`config.mk`:
```
export PLATFORM = sky130hd
export DESIGN_NAME = iob_plic_claim_ctrl
export DESIGN_NICKNAME = d
export VERILOG_FILES = /design/src/rtl/iob_plic_claim_ctrl.sv
export SDC_FILE = /design/constraint.sdc
export NUM_CORES = 1
export LEC_CHECK = 0
export CAP_MARGIN = 20
export CORE_ASPECT_RATIO = 0.75
export CORE_MARGIN = 4
export CORE_UTILIZATION = 32
export CTS_BUF_LIST = sky130_fd_sc_hd__clkbuf_8
export DETAILED_ROUTE_END_ITERATION = 7
export PLACE_DENSITY = 0.81
export SLEW_MARGIN = 20
export SYNTH_ARGS = -nofsm -noshare
export SYNTH_HDL_FRONTEND = slang
export SYNTH_SLANG_ARGS = --single-unit
```
`constraint.sdc`:
```
create_clock -name clk -period 1.6 [get_ports clk]
set_input_delay 0.16 -clock clk [delete_from_list [all_inputs] [get_ports clk]]
set_output_delay 0.16 -clock clk [all_outputs]
set_load 0.03 [all_outputs]
```
`src/rtl/iob_plic_claim_ctrl.sv`:
```
// ---------------------------------------------------------------------------
// iob_plic_claim_ctrl
//
// Hardware servicing of one PLIC target interrupt line. When irq is seen in
// IDLE (and enable is high) the block reads the target's claim register over
// IOb, hands the claimed source ID to a consumer with a valid/ready handshake,
// waits for the consumer's done pulse and then writes the same ID back to the
// claim/complete register. Claims returning 0 or an ID above SOURCES are
// spurious: they are counted (saturating) and dropped without a complete.
//
// Ports
//   clk, rst        clock, synchronous active-high reset
//   enable          allows a new claim to start (never aborts one in flight)
//   irq             PLIC target interrupt (meip)
//   m_valid, m_address, m_wdata, m_wstrb
//                   IOb request (registered; wstrb all-zero means read)
//   m_rdata, m_ready
//                   IOb response
//   id_valid, id, id_ready
//                   claimed source ID towards the consumer
//   done            single-cycle pulse, consumer finished handling the ID
//   busy            registered, high whenever the FSM is not IDLE
//   spurious_cnt    saturating count of spurious claims
// ---------------------------------------------------------------------------
module iob_plic_claim_ctrl #(
  parameter int                ADDR_W     = 16,
  parameter int                DATA_W     = 32,
  parameter int                ID_W       = 4,
  parameter int                SOURCES    = 8,
  parameter logic [ADDR_W-1:0] CLAIM_ADDR = 16'h0004
) (
  input  logic                  clk,
  input  logic                  rst,
  input  logic                  enable,
  input  logic                  irq,
  output logic                  m_valid,
  output logic [ADDR_W-1:0]     m_address,
  output logic [DATA_W-1:0]     m_wdata,
  output logic [DATA_W/8-1:0]   m_wstrb,
  input  logic [DATA_W-1:0]     m_rdata,
  input  logic                  m_ready,
  output logic                  id_valid,
  output logic [ID_W-1:0]       id,
  input  logic                  id_ready,
  input  logic                  done,
  output logic                  busy,
  output logic [7:0]            spurious_cnt
);

  localparam int STRB_W = DATA_W / 8;

  typedef enum logic [2:0] {
    IDLE     = 3'd0,
    CLAIM    = 3'd1,
    PRESENT  = 3'd2,
    SERVICE  = 3'd3,
    COMPLETE = 3'd4
  } state_t;

  state_t state, state_nxt;

  logic                rd_hs;
  logic                spurious;
  logic                m_valid_nxt;
  logic [ADDR_W-1:0]   m_address_nxt;
  logic [DATA_W-1:0]   m_wdata_nxt;
  logic [STRB_W-1:0]   m_wstrb_nxt;
  logic                id_valid_nxt;
  logic [ID_W-1:0]     id_nxt;
  logic [7:0]          spurious_cnt_nxt;

  function automatic logic [7:0] sat_inc8(input logic [7:0] v);
    return (v == 8'hFF) ? v : v + 8'd1;
  endfunction

  // The claim value is judged on the full bus word so that a large garbage
  // value cannot alias into a valid ID after truncation to ID_W bits.
  assign rd_hs    = (state == CLAIM) && m_valid && m_ready;
  assign spurious = (m_rdata == '0) || (m_rdata > DATA_W'(SOURCES));

  always_comb begin
    state_nxt = state;
    case (state)
      IDLE:     if (irq && enable)         state_nxt = CLAIM;
      CLAIM:    if (rd_hs)                 state_nxt = spurious ? IDLE : PRESENT;
      PRESENT:  if (id_valid && id_ready)  state_nxt = SERVICE;
      SERVICE:  if (done)                  state_nxt = COMPLETE;
      COMPLETE: if (m_valid && m_ready)    state_nxt = IDLE;
      default:                             state_nxt = IDLE;
    endcase
  end

  // All outputs are registered copies of what the next state requires, so
  // they hold steady for as long as the FSM waits in a state.
  always_comb begin
    m_valid_nxt      = 1'b0;
    m_address_nxt    = '0;
    m_wdata_nxt      = '0;
    m_wstrb_nxt      = '0;
    id_valid_nxt     = 1'b0;
    id_nxt           = id;
    spurious_cnt_nxt = spurious_cnt;

    if (rd_hs) begin
      if (spurious) spurious_cnt_nxt = sat_inc8(spurious_cnt);
      else          id_nxt           = m_rdata[ID_W-1:0];
    end

    case (state_nxt)
      CLAIM: begin
        m_valid_nxt   = 1'b1;
        m_address_nxt = CLAIM_ADDR;
      end
      PRESENT: begin
        id_valid_nxt  = 1'b1;
      end
      COMPLETE: begin
        m_valid_nxt   = 1'b1;
        m_address_nxt = CLAIM_ADDR;
        m_wstrb_nxt   = '1;
        m_wdata_nxt   = DATA_W'(id_nxt);
      end
      default: ;
    endcase
  end

  always_ff @(posedge clk) begin
    if (rst) begin
      state        <= IDLE;
      m_valid      <= 1'b0;
      m_address    <= '0;
      m_wdata      <= '0;
      m_wstrb      <= '0;
      id_valid     <= 1'b0;
      id           <= '0;
      busy         <= 1'b0;
      spurious_cnt <= '0;
    end else begin
      state        <= state_nxt;
      m_valid      <= m_valid_nxt;
      m_address    <= m_address_nxt;
      m_wdata      <= m_wdata_nxt;
      m_wstrb      <= m_wstrb_nxt;
      id_valid     <= id_valid_nxt;
      id           <= id_nxt;
      busy         <= (state_nxt != IDLE);
      spurious_cnt <= spurious_cnt_nxt;
    end
  end

endmodule

```
==> reports/qor.csv, run 1 <==
metric,value,unit
finalClockSkew,0.00149,ns
synth_top_area_share,32.0,%
drive_gt1_share,26.8,%
post-route-drc-count,0,
finalCriticalPeriod,1.57,ns
rows,20,
cp-end-kind,register,
place_congestion,0.790,
die_x,85.5,um
place_inst,291,
holdBufCountCts,0,
vias,1316,
finalMaxSlewViolations,0,
finish.net_count,287,
htree_levels,1,
avgSynthCellArea,8.84,um^2
first_pass_iters,4,
grt_usage,13.4,%
clock_path_buffers,2,
dp_hpwl,3.14,mm
ant_nets,0,
worst-path-max-fanout,5,
fmax,0.636,GHz
synthDistinctLibCells,39,
first_global_vias,1239,
dieArea,5650,um^2
drt-met1-wl,1.54,mm
ys_ff_latch,23,
synthTopCellsByArea,"dfxtp_1 (32%), buf_4 (25%), a21oi_1 (3.5%)",
io_pins,106,
cts-root-buf,clkbuf_8,
antenna_found_initial,0,
cts_buffers,3,
grt_pass1_wl,6.00,mm
hold_slack,0.306,ns
clk_pin_slew,0.08,ns
clk_latency,0.27,ns
synth_warnings,0,
async_flop_share,0,%
design_area,2330,um^2
io_buffers,62,
hold_class,in2reg,
post_dp_cell_area,2090,um^2
syn-instance-count,163,
critPathKind,reg2reg,
arrival,1.77,ns
ir_drop,0.423,mV
cp.required,1.80,ns
yosysTopAreaCell,dfxtp_1,
start_kind,register,
wl_per_cell,13.9,um
final.period_utilization,98.2,%
synth_edf_count,0,
top_layer,met4,
power_density,541,nW/um^2
synthFlopType,dfxtp_1,
rsz0062_at_grt,true,
grt_remaining_overflow,0,
core,4200,um^2
fillerInstances,384,
synth_seq_area_share,32.0,%
synth_area,1440,um^2
start_util,34.3,%
instances_no_fill,301,
drv_cap,0,
drtIter0Drc,36,
hold_viol,0,
area_growth,61.8,%
viasPerCell,4.37,
wl_met3,401,um
status,"complete, no violations",
wl_met2,2.20,mm
finalWirelength,4.17,mm
grt_max_degree,14,
antennaDiodeCount,0,
dieHeight,66.1,um
leakage,1.11,nW
cts_tree,yes,
setup_viol,0,
cts.sinks,23,
synth_stat cells (all sizes together) (3+ instances only):
| cell | count |
|---|---|
| nand3 | 9 |
| or3 | 3 |
| and2 | 5 |
| dfxtp | 23 |
| o21ai | 3 |
| nand2 | 4 |
| mux2i | 5 |
| or4 | 4 |
| nor3 | 3 |
| a21oi | 10 |
| buf | 49 |
| o31ai | 4 |
| nor2 | 10 |
| nor4 | 9 |
per-layer routing:
layer	global-route usage, %	vias to the layer above
li1	-	651
met3	5.60	4
met1	15.2	595
met5	0	-
met2	23.5	66
met4	2.77	0
per-stage QoR:
stage	worst slack (ns)	utilization, %	setup TNS (ns)	total power [mW]
3_5_place_dp	-0.452	49.7	-5.77	0.903
3_3_place_gp	-0.398	49.7	-5.01	0.901
4_1_cts	0.0000201	51.6	0	1.26
2_1_floorplan	-0.0354	-	-0.0539	0.860
5_1_grt	-0.0526	55.4	-0.263	1.31
6_report	0.0286	55.4	0	1.26
final timing paths:
kind                           startpoint                            to  slack [ns]  depth (start not counted)
min                            m_rdata[1]              id[1]$_SDFF_PP0_        0.31                          3
min reg2reg              id[0]$_SDFF_PP0_         m_wdata[0]$_SDFF_PP0_        0.49                          1
max          spurious_cnt[1]$_SDFFE_PP0P_  spurious_cnt[4]$_SDFFE_PP0P_        0.03                          6
max reg2reg  spurious_cnt[1]$_SDFFE_PP0P_  spurious_cnt[4]$_SDFFE_PP0P_        0.03                          6
final cells by class:
class | count | area, um^2 | area share (%)
Clock inverter | 1 | 5.00 | 0.215
Timing Repair Buffer | 88 | 856 | 36.7
Tap cell | 55 | 68.8 | 2.95
Inverter | 2 | 7.51 | 0.322
Multi-Input combinational cell | 129 | 880 | 37.8
Sequential cell | 23 | 472 | 20.2
Clock buffer | 3 | 41.3 | 1.77
layout by cell type (no fill, tap or decap), drive strengths merged, types with 4 or more instances in the layout:
cell type	count
mux2i	5
buf	26
o31ai	4
and2	5
nand2	4
conb	43
nand3	9
nor4	9
a21oi	10
dlygate4sd2	17
nor2	10
or4	4
dlymetal6s2s	18
clkdlybuf4s50	26
dfxtp	23
power by group:
part,switching [mW],internal (mW),total [mW]
registers,0.00326,0.575,0.579
clock network,0.193,0.174,0.368
logic,0.209,0.105,0.315
worst max-delay path: stages (launching register included):
cell	delay, ns
dfxtp_4	0.36
ha_4	0.17
nand3_4	0.06
o2111ai_4	0.13
buf_6	0.17
or4_1	0.49
a21oi_1	0.13
cell families after synthesis:
logic type                 count (synthesis)  share of synthesized area, %
muxes                                      6                          4.52
other                                      1                         0.260
AOI/OAI and AO/OA                         22                          9.99
xor gates and xnor gates                   1                          1.13
buffers and inverters                     53                          27.1
DFF                                       23                          32.0
adders and majority gates                  1                         0.869
and+or+nand+nor                           56                          24.2
state kept, by name, indices dropped and copies added (netlist names):
register and count:
spurious_cnt 8, id 4, m_wdata 4, state 3, busy 1, id_valid 1, m_address 1, m_wstrb 1
what timing repair did:
action	4_1_cts	5_1_grt
gates cloned	1	0
pin swaps	18	17
endpoints found under the setup margin	15	20
gates resized for setup	23	41
setup buffers	3	2
Note: power is estimated with default switching activity, not from simulation.
==> run 2: changes to the inputs <==
Settings changed: CORE_ASPECT_RATIO 0.75 to not set, CTS_CLUSTER_DIAMETER set to 60.
==> reports/qor.csv, run 2 (synthesis results as in run 1) <==
metric,value,unit,change
use_met2,25.7,%,+2.2 points
worstPathCellList,ha_4 > nand3_2 > o2111ai_4 > buf_6 > or4_1 > a21oi_2,,
cts_buffers,3,,unchanged
final_util,52.4,%,-3.0 points
hold_viol,0,,unchanged
antennaDiodeCount,0,,unchanged
min-delay-start,m_rdata[2],,
place_congestion,0.818,,+3.4%
power_density,548,nW/um^2,+1.2%
first_pass_iters,4,,unchanged
critPathKind,reg2reg,,
finalMaxSlewViolations,0,,unchanged
cts_tree,yes,,
io_buffers,62,,unchanged
drive_gt1_share,23.3,%,-3.5 points
hold_slack,0.190,ns,-0.115 ns
arrival,1.80,ns,+0.03 ns
cp.required,1.80,ns,about the same
grt_max_degree,14,,unchanged
reg_top3,"spurious_cnt (8), id (4), m_wdata (4)",,
grt_remaining_overflow,0,,unchanged
drv_cap,0,,unchanged
regMostFlops,spurious_cnt,,
clk_latency,0.27,ns,about the same
worst-path-max-fanout,5,,unchanged
holdBufCountCts,0,,unchanged
grtUsageMet1,13.0,%,-2.2 points
antenna_found_initial,0,,unchanged
area_growth,58.5,%,
setup_tns,0,ns,unchanged
htree_levels,1,,unchanged
ir_drop,0.247,mV,-42%
setup_viol,0,,unchanged
slowest_stage,or4_1,,
rows,24,,+20%
largest_reg_flops,8,,unchanged
status,"complete, no violations",,
rsz0062_at_grt,true,,
instances_no_fill,301,,unchanged
grt_pass1_wl,5.55,mm,-7.4%
dp_hpwl,3.13,mm,about the same
cp_top_family,simple AND/OR/NAND/NOR gates,,
finalWirelength,3.97,mm,-4.8%
final.period_utilization,99.8,%,+1.6 points
fillerInstances,404,,+5.2%
finalCriticalPeriod,1.60,ns,+0.0248 ns
rr_worst_depth,6,,unchanged
clock_path_buffers,2,,unchanged
start_kind,register,,
start_util,33.1,%,-1.2 points
post-route-drc-count,0,,unchanged
wl_per_cell,13.2,um,-4.8%
cp-end-kind,register,,
crit_start,spurious_cnt[1]$_SDFFE_PP0P_,,
hold_path_depth,3,,unchanged
clk_pin_slew,0.08,ns,about the same
place_inst,289,,-0.69%
crit_cells,6,,unchanged
r2r_start,spurious_cnt[1]$_SDFFE_PP0P_,,
first_global_vias,1290,,+4.1%
cts.sinks,23,,unchanged
grtUsageMet3,2.40,%,-3.2 points
dieArea,5640,um^2,-0.20%
core,4350,um^2,+3.6%
busiest_layer,met2,,
cts-root-buf,clkbuf_8,,
layout_common_cells,"conb_1 (43), clkdlybuf4s50_1 (25), dlygate4sd2_1 (25)",,
path_buf_inv,1,,unchanged
io_pins,106,,unchanged
finish.net_count,290,,+1.0%
grt_usage,12.8,%,-0.55 points
die_x,75.1,um,-12%
hold_class,in2reg,,
ant_nets,0,,unchanged
fmax,0.626,GHz,-1.6%
leakage,1.02,nW,-7.8%
dieHeight,75.1,um,+14%
vias,1332,,+1.2%
final_common_cell,conb_1,,
viasPerCell,4.43,,+1.2%
drtIter0Drc,22,,-39%
finalClockSkew,0.00154,ns,+0.0000504 ns
slowest_delay,0.50,ns,about the same
run 2: cell types whose count changed in the layout (fill, tap and decap cells not counted), moves of 3 or more:
| cell | previous run | this run |
|---|---|---|
| or3_4 | 3 | 0 |
| clkdlybuf4s15_1 | 1 | 5 |
| nor4_2 | 7 | 4 |
| nor4_1 | 0 | 3 |
| or3_1 | 0 | 3 |
| dlygate4sd2_1 | 17 | 25 |
| dlymetal6s2s_1 | 18 | 5 |
run 2: area by class of cell:
class,count,area (um^2),share of cell area (%)
repair buffers,91,865,37.9
multi-input cells,129,830,36.3
flip-flops and latches,23,469,20.6
well taps,52,65.1,2.85
clock buffers,3,41.3,1.81
inverters,2,7.51,0.329
clock inverters,1,5.00,0.219
run 2: final timing paths:
path | to | slack, ns
setup / recovery | spurious_cnt[2]$_SDFFE_PP0P_ | 0.004
setup reg to reg | spurious_cnt[2]$_SDFFE_PP0P_ | 0.004
hold reg to reg | m_wdata[2]$_SDFF_PP0_ | 0.49
hold / removal | id[2]$_SDFF_PP0_ | 0.19
run 2: through the flow:
| stage | power, mW | cell area (um^2) | setup slack (ns) |
|---|---|---|---|
| finish | 1.25 | 2280 | 0.00370 |
| floorplan | 0.860 | 1630 | -0.0354 |
| global route | 1.31 | 2280 | -0.0613 |
| CTS | 1.25 | 2230 | 0.00584 |
| global placement | 0.907 | 2090 | -0.462 |
| detailed placement | 0.909 | 2090 | -0.428 |
run 2: worst register-to-register path: stages, from the launching register on:
cell and delay (ns):
dfxtp_4 0.36, ha_4 0.16, nand3_2 0.08, o2111ai_4 0.12, buf_6 0.16, or4_1 0.50
a21oi_2 0.15
run 2: layer usage:
| metal | vias up | part of all wire, % |
|---|---|---|
| met1 | 607 | 34 |
| li1 | 655 | - |
| met2 | 65 | 53 |
| met3 | 5 | 12 |
| met5 | - | 0 |
| met4 | 0 | 1.1 |
run 2: power by group:
part	internal [mW]	switching, mW
logic	0.0958	0.207
clock network	0.174	0.194
registers	0.576	0.00394
run 2: what timing repair did:
action / 4_1_cts / 5_1_grt
cloned: 2 / 0
pin swaps: 20 / 12
buffers inserted: 7 / 0
endpoints found under the setup margin: 14 / 18
gates resized for setup: 47 / 15
==> run 3: changes to the inputs <==
Settings changed: CORE_UTILIZATION 32 to 35, PLACE_DENSITY 0.81 to 0.84.
Clock period 1.6 ns to 1.8 ns, I/O delays scaled along.
==> reports/qor.csv, run 3 (synthesis results as in run 1) <==
metric,value,unit,change
grtUsageMet1,12.8,%,-0.18 points
critPathKind,in2reg,,
area_growth,42.3,%,
regMostFlops,spurious_cnt,,
clk_pin_slew,0.08,ns,about the same
finalMaxSlewViolations,0,,unchanged
largest_reg_flops,8,,unchanged
setup_viol,0,,unchanged
busiest_layer,met2,,
r2r_end,spurious_cnt[3]$_SDFFE_PP0P_,,
hold_class,in2reg,,
ir_drop,0.280,mV,+13%
viasPerCell,4.47,,+0.96%
drtIter0Drc,20,,-9.1%
min-delay-start,m_rdata[2],,
use_met2,24.3,%,-1.5 points
ant_nets,0,,unchanged
rsz0062_at_grt,false,,
final_common_cell,clkdlybuf4s50_1,,
worst-path-max-fanout,13,,+8
clock_path_buffers,2,,unchanged
grtUsageMet3,3.74,%,+1.3 points
drive_gt1_share,12.6,%,-11 points
wl_per_cell,12.5,um,-5.1%
dieArea,5200,um^2,-7.7%
place_congestion,0.824,,+0.80%
antenna_found_initial,0,,unchanged
power_density,546,nW/um^2,-0.30%
rr_worst_depth,6,,unchanged
finalClockSkew,0.00194,ns,+0.000398 ns
drv_cap,0,,unchanged
grt_usage,12.8,%,+0.019 points
dp_hpwl,2.90,mm,-7.5%
regToRegSetupSlack,0.10,ns,+0.10 ns
crit_path_frequent_cell,buf_4,,
dieHeight,72.1,um,-3.9%
worst_slack,0.0767,ns,+0.0730 ns
finish.net_count,271,,-6.6%
cts_tree,yes,,
hold_end,id[2]$_SDFF_PP0_,,
post-route-drc-count,0,,unchanged
arrival,1.88,ns,+0.08 ns
finalCriticalPeriod,1.72,ns,
place_ws,-0.292,ns,+0.136 ns
grt_max_degree,14,,unchanged
rows,23,,-4.2%
setup_tns,0,ns,unchanged
clk_latency,0.27,ns,about the same
cts.sinks,23,,unchanged
first_pass_iters,4,,unchanged
r2r_start,spurious_cnt[0]$_SDFFE_PP0P_,,
io_buffers,62,,unchanged
leakage,0.783,nW,-23%
first_global_vias,1173,,-9.1%
die_x,72.1,um,-3.9%
status,"complete, no violations",,
cts-root-buf,clkbuf_8,,
cts_buffers,3,,unchanged
slowest_delay,0.40,ns,-0.10 ns
hold_slack,0.278,ns,+0.0880 ns
hold_viol,0,,unchanged
holdBufCountCts,0,,unchanged
htree_levels,1,,unchanged
grt_remaining_overflow,0,,unchanged
finalWirelength,3.50,mm,-12%
io_pins,106,,unchanged
final.period_utilization,95.7,%,
worstPathCellList,clkdlybuf4s50_1 > nor4_1 > nand4_1 > buf_4 > nor3_2 > buf_4 > nor4_4 > mux2_4,,
fmax,0.580,GHz,
layout_common_cells,"clkdlybuf4s50_1 (61), conb_1 (43), dfxtp_1 (21)",,
start_kind,primary input,,
hold_path_depth,3,,unchanged
slowest_stage,clkdlybuf4s50_1,,
start_util,36.0,%,+2.9 points
antennaDiodeCount,0,,unchanged
final_util,51.2,%,-1.2 points
grt_pass1_wl,5.31,mm,-4.5%
cp.required,1.96,ns,+0.16 ns
reg_top3,"spurious_cnt (8), id (4), m_wdata (4)",,
cp-end-kind,register,,
vias,1251,,-6.1%
core,4000,um^2,-8.1%
[run 3: worst max path at each step]
stage	start	endpoint	slack, ns	cells after the start
2_1_floorplan	spurious_cnt[0]$_SDFFE_PP0P_	spurious_cnt[5]$_SDFFE_PP0P_	0.006	6
3_3_place_gp	m_rdata[0]	spurious_cnt[5]$_SDFFE_PP0P_	-0.24	7
3_5_place_dp	m_rdata[0]	spurious_cnt[5]$_SDFFE_PP0P_	-0.29	7
4_1_cts	m_rdata[0]	spurious_cnt[3]$_SDFFE_PP0P_	0.01	7
5_1_grt	spurious_cnt[0]$_SDFFE_PP0P_	spurious_cnt[4]$_SDFFE_PP0P_	0.0009	6
6_report	m_rdata[6]	spurious_cnt[5]$_SDFFE_PP0P_	0.08	8
[run 3: per-stage QoR]
| stage | power (mW) | instance area (um^2) | cells |
|---|---|---|---|
| after floorplan | 0.767 | 1600 | 205 |
| after global placement | 0.797 | 1960 | 274 |
| after detailed placement | 0.800 | 1960 | 274 |
| after CTS | 1.12 | 2010 | 278 |
| after global routing | 1.16 | 2050 | 280 |
| final | 1.12 | 2050 | 280 |
[run 3: repair_timing]
item / 4_1_cts / 5_1_grt
gates cloned: 0 / 0
setup endpoints to repair: 1 / 12
gates resized for setup: 1 / 6
pin swaps: 0 / 4
buffers inserted: 0 / 2
[run 3: critical path, delay by kind of cell]
family        cells  cell delay, ns
simple gates      4            0.63
buf+inv           3            0.78
mux               1            0.29
[run 3: power by group]
part           leakage [nW]  internal [mW]  switching, mW
registers             0.187          0.514        0.00501
clock network        0.0255          0.155          0.169
logic                 0.571          0.103          0.173
total                 0.783          0.772          0.348
[run 3: cell type report]
type                       instances  area, um^2
tap                               50        62.6
inverter                           2        7.51
clock buffer                       3        41.3
multi-input combinational        129         768
timing repair buffer              72         702
clock inverter                     1        5.00
sequential                        23         463
fill                             362        1950
[run 3: per-layer routing]
metal / vias up / wire length, um
met5: - / 0
met4: 0 / 60
met3: 5 / 438
met2: 66 / 1840
met1: 564 / 1170
li1: 616 / -
